$ cat config.mk
export PLATFORM = sky130hd
export DESIGN_NAME = nibble_link_tx_flat
export DESIGN_NICKNAME = d
export VERILOG_FILES = /design/src/rtl/nibble_link_pkg.sv /design/src/rtl/nibble_link_tx_if.sv /design/src/rtl/nibble_link_timer.sv /design/src/rtl/nibble_link_tx.sv /design/src/flat_wrapper.sv
export SDC_FILE = /design/constraint.sdc
export NUM_CORES = 1
export LEC_CHECK = 0
export CAP_MARGIN = 20
export CORE_MARGIN = 5
export CORE_UTILIZATION = 55
export CTS_CLUSTER_DIAMETER = 150
export DETAILED_ROUTE_END_ITERATION = 10
export HOLD_SLACK_MARGIN = 0.08
export PLACE_DENSITY_LB_ADDON = 0.3
export SLEW_MARGIN = 0
export SYNTH_ARGS = -nofsm -noshare
export SYNTH_HDL_FRONTEND = slang
export SYNTH_SLANG_ARGS = --single-unit
$ cat constraint.sdc
create_clock -name clk -period 4.5 [get_ports clk]
set_input_delay 0.675 -clock clk [delete_from_list [all_inputs] [get_ports clk]]
set_output_delay 0.675 -clock clk [all_outputs]
set_load 0.02 [all_outputs]
$ cat src/rtl/nibble_link_pkg.sv
// rtl/nibble_link_pkg.sv - shared types and sizes for both ends of the 4-bit nibble link
package nibble_link_pkg;

    localparam int NIBBLE_W    = 4;
    localparam int DATA_W_DEF  = 32;
    localparam int NIBBLES_DEF = DATA_W_DEF / NIBBLE_W;
    localparam int IDX_W_DEF   = $clog2(NIBBLES_DEF);

    typedef enum logic [1:0] {
        IDLE = 2'b00,
        SEND = 2'b01,
        GAP  = 2'b10
    } state_t;

endpackage

$ cat src/rtl/nibble_link_tx_if.sv
// rtl/nibble_link_tx_if.sv - word-side valid/ready handshake into the nibble link transmitter
interface nibble_link_tx_if #(
    parameter int DATA_W = 32
);

    logic              tx_valid;
    logic              tx_ready;
    logic [DATA_W-1:0] tx_data;

    modport master (output tx_valid, output tx_data, input tx_ready);
    modport slave  (input tx_valid, input tx_data, output tx_ready);

endinterface

$ cat src/rtl/nibble_link_timer.sv
// rtl/nibble_link_timer.sv - loadable down-counter that stops at zero and flags it
module nibble_link_timer #(
    parameter int W = 8
) (
    input  logic         clk,
    input  logic         rst_n,
    input  logic         i_load,
    input  logic [W-1:0] i_load_val,
    input  logic         i_dec,
    output logic         o_zero
);

    logic [W-1:0] r_count;

    always_ff @(posedge clk or negedge rst_n) begin
        if (!rst_n) begin
            r_count <= '0;
        end else if (i_load) begin
            r_count <= i_load_val;
        end else if (i_dec && (r_count != '0)) begin
            r_count <= r_count - 1'b1;
        end
    end

    assign o_zero = (r_count == '0);

endmodule

$ cat src/rtl/nibble_link_tx.sv
// rtl/nibble_link_tx.sv - serialises one word LS nibble first, each nibble held until rx_ack
module nibble_link_tx
    import nibble_link_pkg::*;
#(
    parameter int DATA_W     = DATA_W_DEF,
    parameter int NIBBLES    = DATA_W / NIBBLE_W,
    parameter int IDX_W      = (NIBBLES > 1) ? $clog2(NIBBLES) : 1,
    parameter int GAP_CYCLES = 1,
    parameter int TIMEOUT    = 255
) (
    input  logic                clk,
    input  logic                rst_n,
    nibble_link_tx_if.slave     s_word,
    output logic [NIBBLE_W-1:0] o_tx_nibble,
    output logic                o_tx_strobe,
    input  logic                i_rx_ack,
    output logic [IDX_W-1:0]    o_nib_idx,
    output logic                o_busy,
    output logic                o_done,
    output logic                o_err
);

    localparam int GAP_W = (GAP_CYCLES > 1) ? $clog2(GAP_CYCLES) : 1;
    localparam int TO_W  = (TIMEOUT > 1) ? $clog2(TIMEOUT) : 1;
    // Timers hold N-1 so that zero marks the final cycle of the window.
    localparam logic [GAP_W-1:0] GAP_LOAD = GAP_W'(GAP_CYCLES - 1);
    localparam logic [TO_W-1:0]  TO_LOAD  = TO_W'((TIMEOUT > 0) ? TIMEOUT - 1 : 0);

    state_t              r_state, w_state_nxt;
    logic [DATA_W-1:0]   r_shift, w_shift_nxt;
    logic [NIBBLE_W-1:0] r_nibble, w_nibble_nxt;
    logic                r_strobe, w_strobe_nxt;
    logic [IDX_W-1:0]    r_idx, w_idx_nxt;
    logic                r_busy, w_busy_nxt;
    logic                r_done, w_done_nxt;
    logic                r_err, w_err_nxt;

    logic w_accept, w_ack, w_last, w_abort, w_gap_exp;
    logic w_gap_zero, w_to_zero;

    assign w_accept  = (r_state == IDLE) && s_word.tx_valid;
    assign w_ack     = (r_state == SEND) && i_rx_ack;
    assign w_last    = (r_idx == IDX_W'(NIBBLES - 1));
    assign w_abort   = (r_state == SEND) && !i_rx_ack && (TIMEOUT != 0) && w_to_zero;
    assign w_gap_exp = (r_state == GAP) && w_gap_zero;

    nibble_link_timer #(.W(GAP_W)) u_gap_timer (
        .clk        (clk),
        .rst_n      (rst_n),
        .i_load     (w_ack && !w_last),
        .i_load_val (GAP_LOAD),
        .i_dec      (r_state == GAP),
        .o_zero     (w_gap_zero)
    );

    nibble_link_timer #(.W(TO_W)) u_to_timer (
        .clk        (clk),
        .rst_n      (rst_n),
        .i_load     (w_accept || w_gap_exp),
        .i_load_val (TO_LOAD),
        .i_dec      ((r_state == SEND) && !i_rx_ack),
        .o_zero     (w_to_zero)
    );

    always_ff @(posedge clk or negedge rst_n) begin
        if (!rst_n) begin
            r_state  <= IDLE;
            r_shift  <= '0;
            r_nibble <= '0;
            r_strobe <= 1'b0;
            r_idx    <= '0;
            r_busy   <= 1'b0;
            r_done   <= 1'b0;
            r_err    <= 1'b0;
        end else begin
            r_state  <= w_state_nxt;
            r_shift  <= w_shift_nxt;
            r_nibble <= w_nibble_nxt;
            r_strobe <= w_strobe_nxt;
            r_idx    <= w_idx_nxt;
            r_busy   <= w_busy_nxt;
            r_done   <= w_done_nxt;
            r_err    <= w_err_nxt;
        end
    end

    always_comb begin
        w_state_nxt = r_state;
        case (r_state)
            IDLE: if (w_accept) w_state_nxt = SEND;
            SEND: begin
                if (w_ack) w_state_nxt = w_last ? IDLE : GAP;
                else if (w_abort) w_state_nxt = IDLE;
            end
            GAP:  if (w_gap_exp) w_state_nxt = SEND;
            default: w_state_nxt = IDLE;
        endcase
    end

    always_comb begin
        w_shift_nxt  = r_shift;
        w_nibble_nxt = r_nibble;
        w_strobe_nxt = r_strobe;
        w_idx_nxt    = r_idx;
        w_busy_nxt   = r_busy;
        w_done_nxt   = 1'b0;
        w_err_nxt    = 1'b0;
        if (w_accept) begin
            w_shift_nxt  = s_word.tx_data;
            w_nibble_nxt = s_word.tx_data[NIBBLE_W-1:0];
            w_strobe_nxt = 1'b1;
            w_idx_nxt    = '0;
            w_busy_nxt   = 1'b1;
        end else if (w_ack) begin
            w_strobe_nxt = 1'b0;
            if (w_last) begin
                w_busy_nxt = 1'b0;
                w_done_nxt = 1'b1;
                w_idx_nxt  = '0;
            end else begin
                w_shift_nxt = r_shift >> NIBBLE_W;
                w_idx_nxt   = r_idx + 1'b1;
            end
        end else if (w_abort) begin
            w_strobe_nxt = 1'b0;
            w_err_nxt    = 1'b1;
            w_busy_nxt   = 1'b0;
            w_idx_nxt    = '0;
        end else if (w_gap_exp) begin
            w_nibble_nxt = r_shift[NIBBLE_W-1:0];
            w_strobe_nxt = 1'b1;
        end
    end

    assign s_word.tx_ready = (r_state == IDLE);
    assign o_tx_nibble     = r_nibble;
    assign o_tx_strobe     = r_strobe;
    assign o_nib_idx       = r_idx;
    assign o_busy          = r_busy;
    assign o_done          = r_done;
    assign o_err           = r_err;

endmodule

$ cat src/flat_wrapper.sv
// flat-port wrapper written by rule: the top's interface ports become plain ports
module nibble_link_tx_flat import nibble_link_pkg::*;
#(
    parameter int DATA_W     = DATA_W_DEF,
    parameter int NIBBLES    = DATA_W / NIBBLE_W,
    parameter int IDX_W      = (NIBBLES > 1) ? $clog2(NIBBLES) : 1,
    parameter int GAP_CYCLES = 1,
    parameter int TIMEOUT    = 255
)
  (clk, rst_n, o_tx_nibble, o_tx_strobe, i_rx_ack, o_nib_idx, o_busy, o_done, o_err, s_word_tx_valid, s_word_tx_data, s_word_tx_ready);
  nibble_link_tx_if #(.DATA_W(DATA_W)) s_word_i ();
  input  logic clk;
  input  logic rst_n;
  output logic [NIBBLE_W-1:0] o_tx_nibble;
  output logic o_tx_strobe;
  input  logic i_rx_ack;
  output logic [IDX_W-1:0] o_nib_idx;
  output logic o_busy;
  output logic o_done;
  output logic o_err;
  input wire logic [$bits(s_word_i.tx_valid)-1:0] s_word_tx_valid;
  input wire logic [$bits(s_word_i.tx_data)-1:0] s_word_tx_data;
  output wire logic [$bits(s_word_i.tx_ready)-1:0] s_word_tx_ready;
  assign s_word_i.tx_valid = s_word_tx_valid;
  assign s_word_i.tx_data = s_word_tx_data;
  assign s_word_tx_ready = s_word_i.tx_ready;
  nibble_link_tx #(.DATA_W(DATA_W), .NIBBLES(NIBBLES), .IDX_W(IDX_W), .GAP_CYCLES(GAP_CYCLES), .TIMEOUT(TIMEOUT)) u_core (.clk(clk), .rst_n(rst_n), .s_word(s_word_i), .o_tx_nibble(o_tx_nibble), .o_tx_strobe(o_tx_strobe), .i_rx_ack(i_rx_ack), .o_nib_idx(o_nib_idx), .o_busy(o_busy), .o_done(o_done), .o_err(o_err));
endmodule
==> metrics.txt, run 1 <==
clock sink count 54; top post-synthesis cells by count dfrtp_1 (54), nand2_1 (54), a22oi_1 (25); GPL Wtd Cong 0.859; post-synthesis sequential area ratio 56.1%; WL/cell 14.3 µm; Worst EP arrival 1600 ps; fin nets 321; area grow syn2layout 25.9%; max-slew violations 0; Post-Route WL 4790 µm; number of global-route vias before repair 1870; DRC 0; Slew HR 55.0%; skew final 6.19 ps; overall die width 76.2 µm; synthesized area per cell 10.3 µm²; Buffers on Ports 47; global-route wire length before repair 8410 µm; overall routing resource usage 17.4%; setup TNS 0 ps; Post-CTS Hold Fix Bufs 0; EDFF count, synth 0; first drt pass iteration count 4; worst path required time 3830 ps; Die Ht 76.2 µm; fraction of registers with async set/reset 100%; layout cell share with drive strength beyond 1 8.16%; Vias 1875; RSZ-0062 raised after global routing false; pwr dens 585 nW/µm²; Worst-Skew Late Latency 310 ps; Synth cell types 38; syn_nets 275; routed vias/inst 5.61; VDD IR max 0.265 mV; CTS buffer count 5; CTS tree built; root buffer cell clkbuf_8; PostCTS Resize Cnt 0; Clock Path Buffers 2; capturing point of the worst reg2reg path u_core.u_to_timer.r_count[5]; Tcrit/Tclk final 50.6%; Adder-Cell Fraction of Synth Area 2.08%; WS Path Type reg -> out; FP Rows 24; number of max-cap violations 0; Yosys reg bits 54; complex-gate fraction of the synthesized area 16.5%; R2R Setup Slk 2400 ps; Setup crit start kind flip-flop; Critical R2R Launch u_core.u_to_timer.r_count[0]; Synth Area in XOR/XNOR 0.363%; final setup violating endpoints 0; post-synthesis mux area share 2.49%; # Post-CTS Setup Buffers 0; Fin. Hold Viols 0; Hold Crit Class in -> async; Tightest Pin Transition 674 ps; Ports 48; f_max 0.439 GHz; Final HPWL DP 3300 µm; Mapped Cells 235; Final min period 2280 ps; Simple-Gate Fraction of Synth Area 19.4%; CP max stage delay 610 ps; Max FO, Critical Path 13; Slowest cell on crit path clkdlybuf4s50_1; H-tree levels 2; Diodes inserted 0; total chip power 1.78 mW; Reg2Reg Depth 6; initial cell density of the core 56.1%; Core Region 4290 µm²; leading area contributor after synthesis dfrtp_1; crit path cell chain nor2_1 > clkdlybuf4s50_1; final antenna-violating net count 0; die area 5800 µm²; initial antenna violation count 0; largest net degree at the start of global routing 55; Most used DFF post-synth dfrtp_1; main area contributors after synthesis dfrtp_1 (56%), nand2_1 (8.4%), a22oi_1 (7.8%), mux2i_1 (2.5%), nor2_1 (2.3%); cell area after synthesis 2410 µm²; total grt overflow 0; Synth warnings 0; main combinational cell family by area after synthesis simple AND/OR/NAND/NOR gates; initial DRC count 157; Pleak 1.34 nW; status completed; clk slew on worst S/H paths 90 ps; filler instances 325; CP Capture Type output pin; Synth top area share 56.1%
==> critical path, delay by kind of cell (launching register included) <==
kind          cells  cell delay (ps)
simple gates      1              150
flops             1              530
buf+inv           1              610
==> final cells by class <==
class                   instances  area, µm²  share of cell area (%)
clock buffers                   6       82.6                    2.72
clock inverters                 2       17.5                   0.577
inverters                       4       15.0                   0.495
multi-input cells             164        992                    32.7
flip-flops and latches         54       1350                    44.5
well taps                      52       65.1                    2.14
repair buffers                 52        510                    16.8
==> through the flow <==
| step | instances | worst slack (ps) | hold slack [ps] | util [%] | instance area [µm²] |
|---|---|---|---|---|---|
| floorplan | 235 | 2560 | 379 | - | 2410 |
| finish | 334 | 2220 | 471 | 70.7 | 3030 |
| CTS | 333 | 1940 | 484 | 70.3 | 3020 |
| global route | 334 | 2130 | 514 | 70.7 | 3030 |
| global placement | 325 | 1620 | 451 | 68.0 | 2920 |
| detailed placement | 325 | 1620 | 464 | 68.0 | 2920 |
==> kinds of logic after synthesis <==
kind of cell,after synthesis
AOI/OAI and AO/OA,55
xor gates and xnor gates,1
adders and majority gates,4
buffers and inverters,17
DFF,54
muxes,6
and+or+nand+nor,98
==> report_power, final <==
| part | switching (mW) | total, mW | internal, mW | leakage [nW] |
|---|---|---|---|---|
| Clock | 0.159 | 0.286 | 0.127 | 0.0514 |
| Sequential | 0.128 | 0.808 | 0.680 | 0.648 |
| Combinational | 0.370 | 0.681 | 0.311 | 0.638 |
| Total | 0.657 | 1.78 | 1.12 | 1.34 |
==> worst max-delay path by stage <==
| stage | start | to | slack [ps] | cells after the start |
|---|---|---|---|---|
| 2_1_floorplan | u_core.u_to_timer.r_count[0] | u_core.u_to_timer.r_count[5] | 2560 | 6 |
| 3_3_place_gp | i_rx_ack | u_core.r_shift[30] | 1620 | 5 |
| 3_5_place_dp | i_rx_ack | u_core.r_shift[18] | 1620 | 6 |
| 4_1_cts | i_rx_ack | u_core.r_shift[18] | 1940 | 6 |
| 5_1_grt | u_core.r_state[1] | s_word_tx_ready | 2130 | 2 |
| 6_report | u_core.r_state[1] | s_word_tx_ready | 2220 | 2 |
==> sequential cells by signal, summed over array words and instances, names as in the netlist <==
name,count
u_core.o_tx_strobe,1
u_core.o_done,1
u_core.o_tx_nibble,4
u_core.o_err,1
u_core.u_to_timer.r_count,8
u_core.r_shift,32
u_core.o_busy,1
u_core.u_gap_timer.r_count,1
u_core.r_state,2
u_core.o_nib_idx,3
==> per-layer routing <==
metal / up-vias / track usage (%) / wire length, µm / part of all wire, %
li1: 921 / - / - / -
met1: 907 / 21.6 / 2160 / 45
met2: 41 / 29.5 / 2290 / 48
met3: 6 / 4.49 / 267 / 5.6
met4: 0 / 5.94 / 68 / 1.4
met5: - / 0 / 0 / 0
==> cell usage in the layout, fill, tap and decap left out, types with 2 or more instances in the layout <==
master            n
nor3b_2           2
nand2_1          54
clkbuf_8          6
o21ai_0           3
mux2i_1           6
nand2b_1          5
ha_1              4
clkinv_4          2
a22o_1            5
nor3_1            7
nor2_1           14
a21oi_1           8
a31oi_1           4
inv_1             4
a211oi_1          3
a211o_1           2
a22oi_1          25
clkdlybuf4s50_1  46
nor2b_1           2
dfrtp_1          54
buf_4             4
or3b_2            2
or4_1             2
Note: power is estimated with default switching activity, not from simulation.
==> inputs of run 2 (changes only) <==
--- a/config.mk
+++ b/config.mk
@@ -7,7 +7,7 @@
 export LEC_CHECK = 0
 export CAP_MARGIN = 20
 export CORE_MARGIN = 5
-export CORE_UTILIZATION = 55
+export CORE_UTILIZATION = 51
 export CTS_CLUSTER_DIAMETER = 150
 export DETAILED_ROUTE_END_ITERATION = 10
 export HOLD_SLACK_MARGIN = 0.08
==> constraint.sdc (replaced) <==
create_clock -name clk -period 2.16 [get_ports clk]
set_input_delay 0.324 -clock clk [delete_from_list [all_inputs] [get_ports clk]]
set_output_delay 0.324 -clock clk [all_outputs]
set_load 0.02 [all_outputs]
==> metrics.txt, run 2 (synthesized netlist as in run 1, its figures left out) <==
status completed; overall die width 78.7 µm (+3.3%); Placed Cells 332 (+2.2%); DRC 0 (unchanged); worst path required time 2350 ps (-1480 ps); overall routing resource usage 16.9% (-0.52 points); Reg2Reg Depth 6 (unchanged); Ports 48 (unchanged); root buffer cell clkbuf_8; Slew HR 58.0% (+3.0 points); total grt overflow 0 (unchanged); Hold Crit Class reg -> reg; CP max stage delay 510 ps (-100 ps); Diodes inserted 0 (unchanged); VDD IR max 0.500 mV (+89%); number of max-cap violations 0 (unchanged); Pleak 1.37 nW (+2.2%); Critical R2R Launch u_core.u_to_timer.r_count[0]; die area 6200 µm² (+6.8%); Die Ht 78.7 µm (+3.3%); clock sink count 54 (unchanged); Top delay family on crit path simple AND/OR/NAND/NOR gates; H-tree levels 2 (unchanged); routed vias/inst 5.43 (-3.2%); fin nets 326 (+1.6%); Fin. Hold Viols 0 (unchanged); final setup violating endpoints 0 (unchanged); fin cells 341 (+2.1%); Worst EP arrival 2250 ps (+650 ps); CTS tree built; WL/cell 14.5 µm (+1.3%); skew final 6.77 ps (+0.576 ps); sw frac 36.0% (-1.1 points); first drt pass iteration count 4 (unchanged); Worst Setup EP u_core.u_to_timer.r_count[5]; CP dominant cell by count or3b_2; Clock Path Buffers 2 (unchanged); initial antenna violation count 0 (unchanged); pwr dens 1230 nW/µm² (+110%); initial DRC count 110 (-30%); Setup crit start kind flip-flop; capturing point of the worst reg2reg path u_core.u_to_timer.r_count[5]; global-route wire length before repair 8260 µm (-1.8%); total chip power 3.80 mW (+110%); f_max 0.487 GHz; RSZ-0062 raised after global routing false; power share of the combinational group 38.6% (+0.2 points); area grow syn2layout 28.6%; Core Region 4660 µm² (+8.5%); cell count along the critical path 6 (+4); Critical Path Source u_core.u_to_timer.r_count[0]; switching power summed over all nets 1.37 mW (+110%); crit path cell chain inv_1 > ha_1 > or3b_2 > o21ai_4 > nor3_1 > or3b_2; Final min period 2050 ps; Worst-Skew Late Latency 310 ps (about the same); largest reg by FF count u_core.r_shift; Max FO, Critical Path 6 (-7); max-slew violations 0 (unchanged); largest net degree at the start of global routing 39 (-29%); initial cell density of the core 51.7% (-4.4 points); Final HPWL DP 3420 µm (+3.7%); cell-internal power 2.43 mW (+120%); Vias 1853 (-1.2%); worst path bufs/invs 1 (unchanged); number of global-route vias before repair 1842 (-1.5%); final antenna-violating net count 0 (unchanged); Slowest cell on crit path or3b_2; power share of the sequential group 43.9% (-1.6 points); WS Path Type reg -> reg; CP Capture Type flip-flop; setup TNS 0 ps (unchanged); Buffers on Ports 47 (unchanged); layout cell share with drive strength beyond 1 9.06% (+0.90 points); # Post-CTS Setup Buffers 0 (unchanged); Tightest Pin Transition 628 ps (-46.6 ps); hold path cells 2; max reg flops 32 (unchanged); FP Rows 25 (+4.2%); most frequent cells in the layout nand2_1 (54), dfrtp_1 (54), clkdlybuf4s50_1 (46); clk slew on worst S/H paths 90 ps (about the same); GPL Wtd Cong 0.817 (-4.9%); Tcrit/Tclk final 95.1%; CTS buffer count 5 (unchanged); Post-Route WL 4950 µm (+3.4%); clock power share 17.6% (+1.5 points); R2R Setup Slk 110 ps (-2290 ps)
-- run 2: final cells by class --
| cell class | instances | area [µm²] |
|---|---|---|
| fillers | 384 | 1560 |
| flip-flops and latches | 54 | 1350 |
| well taps | 54 | 67.6 |
| clock buffers | 7 | 76.3 |
| inverters | 4 | 15.0 |
| multi-input cells | 164 | 1000 |
| clock inverters | 1 | 30.0 |
| repair buffers | 57 | 556 |
-- run 2: worst min-delay path, delay by kind of cell (launching register included) --
kind | cells | cell delay (ps)
AND/OR/NAND/NOR | 2 | 100
flip-flops | 1 | 350
-- run 2: per-layer routing --
metal	track usage (%)	vias up	share of wire, %
met2	27.8	46	48
met1	21.8	868	46
met4	5.24	0	1.3
met5	0	-	0
li1	-	933	-
met3	4.65	6	5.1
-- run 2: power by group through the flow --
| stage | clock [mW] | sequential [mW] | combinational [mW] |
|---|---|---|---|
| finish | 0.668 | 1.67 | 1.47 |
| global route | 0.728 | 1.72 | 1.64 |
| CTS | 0.684 | 1.67 | 1.49 |
| detailed placement | 0 | 1.68 | 1.47 |
| global placement | 0 | 1.67 | 1.42 |
| floorplan | 0 | 1.71 | 0.916 |
-- run 2: how the worst min path moves through the flow --
stage	start	end	slack (ps)
2_1_floorplan	rst_n	u_core.o_busy	30
3_3_place_gp	rst_n	u_core.u_to_timer.r_count[7]	360
5_1_grt	u_core.r_shift[16]	u_core.r_shift[16]	510
3_5_place_dp	rst_n	u_core.u_to_timer.r_count[7]	360
6_report	u_core.r_shift[22]	u_core.r_shift[22]	480
4_1_cts	u_core.r_shift[9]	u_core.r_shift[9]	490
-- run 2: metrics by stage --
step           util, %  hold WS (ps)  worst slack [ps]  instance area (µm²)
4_1_cts           66.4           486              75.3                 3090
3_3_place_gp      63.8           360             -2.28                 2970
2_1_floorplan        -          28.4               218                 2410
6_report          66.5           481               106                 3100
3_5_place_dp      63.8           363             -15.8                 2970
5_1_grt           66.5           505              22.3                 3100
-- run 2: timing repair --
| action | CTS | global route |
|---|---|---|
| gates cloned | 0 | 0 |
| hold buffers | 1 | 0 |
| endpoints found under the hold margin | 24 | 0 |
| pin swaps | 0 | 1 |
| setup endpoints to repair | 6 | 1 |
| resized for setup | 1 | 1 |
